File: config.mk
export PLATFORM = sky130hd
export DESIGN_NAME = alu_seq
export DESIGN_NICKNAME = d
export VERILOG_FILES = /design/src/rtl/alu_seq.sv
export SDC_FILE = /design/constraint.sdc
export NUM_CORES = 1
export LEC_CHECK = 0
export ABC_CLOCK_PERIOD_IN_PS = 4850
export CAP_MARGIN = 30
export CORE_MARGIN = 2
export CORE_UTILIZATION = 40
export DETAILED_ROUTE_END_ITERATION = 8
export PLACE_DENSITY = 0.68
export SETUP_SLACK_MARGIN = 0.4
export SLEW_MARGIN = 20
export SYNTH_ARGS = -nofsm -noshare
export SYNTH_HDL_FRONTEND = slang
export SYNTH_SLANG_ARGS = --single-unit
File: constraint.sdc
create_clock -name clk_i -period 4.85 [get_ports clk_i]
set_clock_uncertainty 0.05 [all_clocks]
set_input_delay 0.7275 -clock clk_i [delete_from_list [all_inputs] [get_ports clk_i]]
set_output_delay 0.7275 -clock clk_i [all_outputs]
set_load 0.005 [all_outputs]
File: src/rtl/alu_seq.sv
// rtl/alu_seq.sv - sequential ALU: single-cycle logic/add/sub, shift-add multiply
module alu_seq #(
   parameter int WIDTH = 32
) (
   input  logic             clk_i,
   input  logic             rst_i,
   input  logic             start_i,
   input  logic [2:0]       ALUCtrl_i,
   input  logic [WIDTH-1:0] data1_i,
   input  logic [WIDTH-1:0] data2_i,
   output logic             busy_o,
   output logic             valid_o,
   output logic [WIDTH-1:0] data_o,
   output logic             zero_o
);

   localparam int CW = $clog2(WIDTH);

   localparam logic [2:0] OP_AND = 3'b000;
   localparam logic [2:0] OP_OR  = 3'b001;
   localparam logic [2:0] OP_ADD = 3'b010;
   localparam logic [2:0] OP_MUL = 3'b011;
   localparam logic [2:0] OP_SUB = 3'b110;

   typedef enum logic [1:0] {
      IDLE = 2'd0,
      MUL  = 2'd1,
      DONE = 2'd2
   } state_t;

   state_t           state, state_nxt;
   logic [WIDTH-1:0] acc, acc_nxt;
   logic [WIDTH-1:0] mcand, mcand_nxt;
   logic [WIDTH-1:0] mplier, mplier_nxt;
   logic [CW-1:0]    cnt, cnt_nxt;
   logic [WIDTH-1:0] data_nxt;
   logic [WIDTH-1:0] partial_sum;
   logic             accept;

   // State and datapath registers; reset aborts any multiply in flight
   always_ff @(posedge clk_i or posedge rst_i) begin
      if (rst_i) begin
         state  <= IDLE;
         acc    <= '0;
         mcand  <= '0;
         mplier <= '0;
         cnt    <= '0;
         data_o <= '0;
      end else begin
         state  <= state_nxt;
         acc    <= acc_nxt;
         mcand  <= mcand_nxt;
         mplier <= mplier_nxt;
         cnt    <= cnt_nxt;
         data_o <= data_nxt;
      end
   end

   // Next-state and datapath updates: issue decode, shift-add step, result load
   always_comb begin
      state_nxt   = state;
      acc_nxt     = acc;
      mcand_nxt   = mcand;
      mplier_nxt  = mplier;
      cnt_nxt     = cnt;
      data_nxt    = data_o;
      accept      = start_i && (state == IDLE || state == DONE);
      partial_sum = acc + (mplier[0] ? mcand : '0);

      case (state)
         MUL: begin
            acc_nxt    = partial_sum;
            mcand_nxt  = mcand << 1;
            mplier_nxt = mplier >> 1;
            cnt_nxt    = cnt + CW'(1);
            // Last iteration: counter about to wrap to zero
            if (cnt == CW'(WIDTH - 1)) begin
               data_nxt  = partial_sum;
               state_nxt = DONE;
            end
         end
         default: begin
            if (state == DONE)
               state_nxt = IDLE;
            if (accept) begin
               state_nxt = DONE;
               case (ALUCtrl_i)
                  OP_AND: data_nxt = data1_i & data2_i;
                  OP_OR:  data_nxt = data1_i | data2_i;
                  OP_ADD: data_nxt = data1_i + data2_i;
                  OP_SUB: data_nxt = data1_i - data2_i;
                  OP_MUL: begin
                     state_nxt  = MUL;
                     acc_nxt    = '0;
                     mcand_nxt  = data1_i;
                     mplier_nxt = data2_i;
                     cnt_nxt    = '0;
                  end
                  default: data_nxt = '0;
               endcase
            end
         end
      endcase
   end

   // Status outputs decoded from state and the result register
   always_comb begin
      busy_o  = (state == MUL);
      valid_o = (state == DONE);
      zero_o  = (data_o == '0);
   end

endmodule

==> flow_summary_export.csv <==
group,metric,value,unit
cts,cts_buffer_depth,2,
critical_path,cp_max_fo,5,
outcome,status,"completed",
power,leakage,5.805,nW
logic_synthesis,ys_seq_area_share,31.75,%
logic_synthesis,ys_seq_elements,135,
layout,antenna_cells,0,
critical_path,cp_slowest_cell,"or4_4",
place,portBuffers,104,
floorplanning,placementRows,59,
logic_synthesis,ys_async_sr_fraction,100.0,%
critical_path,path_cells,"clkdlybuf4s50_1 -> buf_4 -> or4_4 -> nor2_4 -> buf_4 -> and4_4 -> a21oi_1 -> xnor2_1 -> ha_1 -> a21o_1 -> a21o_1 -> a21oi_2 -> nand4_1 -> o211a_1 -> o31a_1 -> o21a_1 -> or3_1 -> nand3_1",
power,powerDensity,392.8,nW/um^2
timing,tightestPinTransition,957.8,ps
global_route,grt_pass1_vias,9295,
place,place_hpwl,24440,um
power,pwr-share-seq,35.5,%
timing,rsz0062_at_grt,"yes",
logic_synthesis,syn_inst,1260,
timing,relSlewSlack,35.91,%
worst_hold_path,hp-class,"register to register",
power,combPwrFrac,38.6,%
global_route,grt_start_max_net_pins,94,
floorplanning,fp.coreArea,26060,um^2
drt,drc,0,
drt,post_drt_wl_per_cell,18.42,um
timing,period_minus_slack,4310,ps
global_route,grt_pass1_wl,51050,um
logic_synthesis,synthFlopType,"dfrtp_1",
job,maxCapViolCount,0,
cts,clock_latency,440,ps
layout,drive_above_1_share,10.93,%
floorplanning,ios,105,
critical_path,r2r_slack,930,ps
layout,design_area,13210,um^2
critical_path,start_kind,"primary input",
floorplanning,initial_core_util,40.83,%
cts,cts_tree,"done",
drt,detail_route.iter0.violations,753,
critical_path,cp_data_arrival_time,4630,ps
layout,syn_to_final_growth,24.17,%
power,clkPwrFrac,25.9,%
logic_synthesis,synth_most_common_cell,"nand2_1",
logic_synthesis,synth_warnings,0,
timing,post-route-period-util,88.87,%
logic_synthesis,synth_common_cells,"193 x nand2_1, 147 x o21ai_0, 135 x dfrtp_1",
floorplanning,die_w,167.1,um
power,cellInternalPower,0.003234,W
place,place_area,12430,um^2
global_route,antenna_found_initial,0,
logic_synthesis,synth_edf_count,0,
logic_synthesis,synth_nets,1402,
global_route,grt_overflow,0,
drt,totalWireLength,32120,um
drt,vias,9911,
power,p_sw_share,37.67,%
layout,final_util,50.69,%
layout,fillers,2466,
critical_path,worstPathRequired,5170,ps
logic_synthesis,synth.top_cells.by_area,"dfrtp_1 32%, ha_1 8.2%, o21ai_0 6.9%, nand2_1 6.8%, mux2i_1 6.4%",
floorplanning,dieHeight,167.1,um
timing,finalSetupViolCount,0,
cts,cts-htree-levels,4,
critical_path,crit_path_end_kind,"register",
cts,clockRootBuffer,"clkbuf_16",
layout,nets,1538,
logic_synthesis,yosysUniqueCellTypes,73,
power,power.switching,0.001954,W
timing,report.final.slew_viol_count,0,
timing,hold_violations,0,
critical_path,critical_path_class,"primary input to register",
global_route,globalRouteTotalUtil,22.96,%
logic_synthesis,syn_area_per_cell,8.444,um^2
logic_synthesis,synthDominantAreaCellType,"dfrtp_1",
drt,viasPerCell,5.683,
cts,cts.reportedPaths.clkPinSlew,70,ps
critical_path,cpPeakStageDelay,500,ps
drt,drtPass1Iterations,6,
floorplanning,die_area,27920,um^2
logic_synthesis,syn_area,10640,um^2
power,ir_drop,224.3,uV
cts,cts_hold_buf,0,
cts,cts_sinks,135,
logic_synthesis,synth.top_cell.area_share,31.75,%
place,routabilityCongestion,0.8877,
cts,cts-buffers-inserted,17,
timing,max_freq,232.0,MHz
drt,postRouteAntennaNets,0,
through the flow:
stage	power [W]	hold WS, ps	worst slack (ps)	setup TNS (ps)	std cells
after CTS	0.005172	433.9	408.7	0	1738
after detailed placement	0.003820	420.4	-163.8	-985.8	1705
after floorplan	0.002997	399.6	403.4	0	1260
after global placement	0.003765	412.6	-93.91	-246.8	1705
after global routing	0.005522	459.7	389.3	0	1744
final	0.005189	430.9	539.8	0	1744
critical path: cells and delay by family:
family	cells	cell delay [ps]
AND/OR/NAND/NOR	6	1440
AO/OA/AOI/OAI	7	1380
buffers and inverters	3	730
adder cells (fa/ha/maj)	1	220
XOR/XNOR	1	140
cell families (layout without fill, tap and decap cells):
family | after synthesis | count (layout) | share of synthesized area, %
compound gates | 384 | 384 | 23.00
xor+xnor | 75 | 75 | 6.245
fa+ha+maj | 100 | 100 | 11.24
buf+inv | 97 | 246 | 3.458
flops | 135 | 135 | 31.75
mux | 71 | 71 | 6.715
simple gates | 398 | 398 | 17.58
path summary, 6_finish.rpt:
check,start,cells after the start,to
setup reg to reg,mplier[0]$_DFFE_PP0P_,12,acc[30]$_DFFE_PP0P_
setup / recovery,data2_i[4],18,data_o[29]$_DFFE_PP0P_
hold reg to reg,mplier[19]$_DFFE_PP0P_,2,mplier[19]$_DFFE_PP0P_
min in group asynchronous,rst_i,2,data_o[2]$_DFFE_PP0P_
max in group asynchronous,rst_i,3,mplier[21]$_DFFE_PP0P_
hold / removal,mplier[19]$_DFFE_PP0P_,2,mplier[19]$_DFFE_PP0P_
sequential cells by signal, indices dropped and copies added, names as in the netlist:
| register | cells |
|---|---|
| acc | 32 |
| mplier | 32 |
| state | 2 |
| cnt | 5 |
| mcand | 32 |
| data_o | 32 |
placed cells by master, fill, tap and decap left out, types with 7 or more instances in the layout:
cell	n
and3_1	8
o31ai_1	7
nand2b_1	13
o21a_1	11
xor2_1	27
ha_1	68
clkdlybuf4s50_1	97
and2_1	34
a22o_1	13
a211oi_1	7
dlymetal6s2s_1	7
nand2_1	192
mux2i_1	68
o211ai_1	14
clkbuf_16	17
nand3_1	21
a21o_1	24
buf_4	74
xnor2_1	47
nor4_1	14
nor2_1	53
dfrtp_1	135
inv_1	30
nor3_1	13
nand4_1	10
a22oi_1	10
a21oi_1	75
maj3_1	28
a31oi_1	14
o21ai_0	147
per-layer routing:
metal  vias to the layer above  global-route usage (%)  share of wire (%)
met5                         -                       0                  0
met4                         0                   5.060                1.4
met3                        30                   3.422                5.7
met2                       311                   34.96                 44
met1                      4728                   34.37                 48
li1                       4842                       -                  -
power by group through the flow:
stage	Combinational [W]	Clock, W	Sequential, W
final	0.00200	0.00135	0.00184
after floorplan	0.00126	0	0.00174
after detailed placement	0.00196	0	0.00186
after global placement	0.00192	0	0.00184
after CTS	0.00198	0.00136	0.00184
after global routing	0.00222	0.00141	0.00189
repair_timing:
action                     4_1_cts  5_1_grt
setup buffers                    1        5
setup endpoints to repair       10       16
hold endpoints to repair         0        0
resized for setup                7       25
pin swaps                        2       21
final cells by class:
type	instances	area [um^2]	share of cell area, %
Inverter	34	132.6	1.004
Sequential cell	135	3378	25.57
Clock inverter	12	140.1	1.061
Timing Repair Buffer	180	1654	12.52
Clock buffer	20	456.7	3.457
Tap cell	335	419.2	3.173
Multi-Input combinational cell	1028	7029	53.21
(Power assumes the default switching activity.)
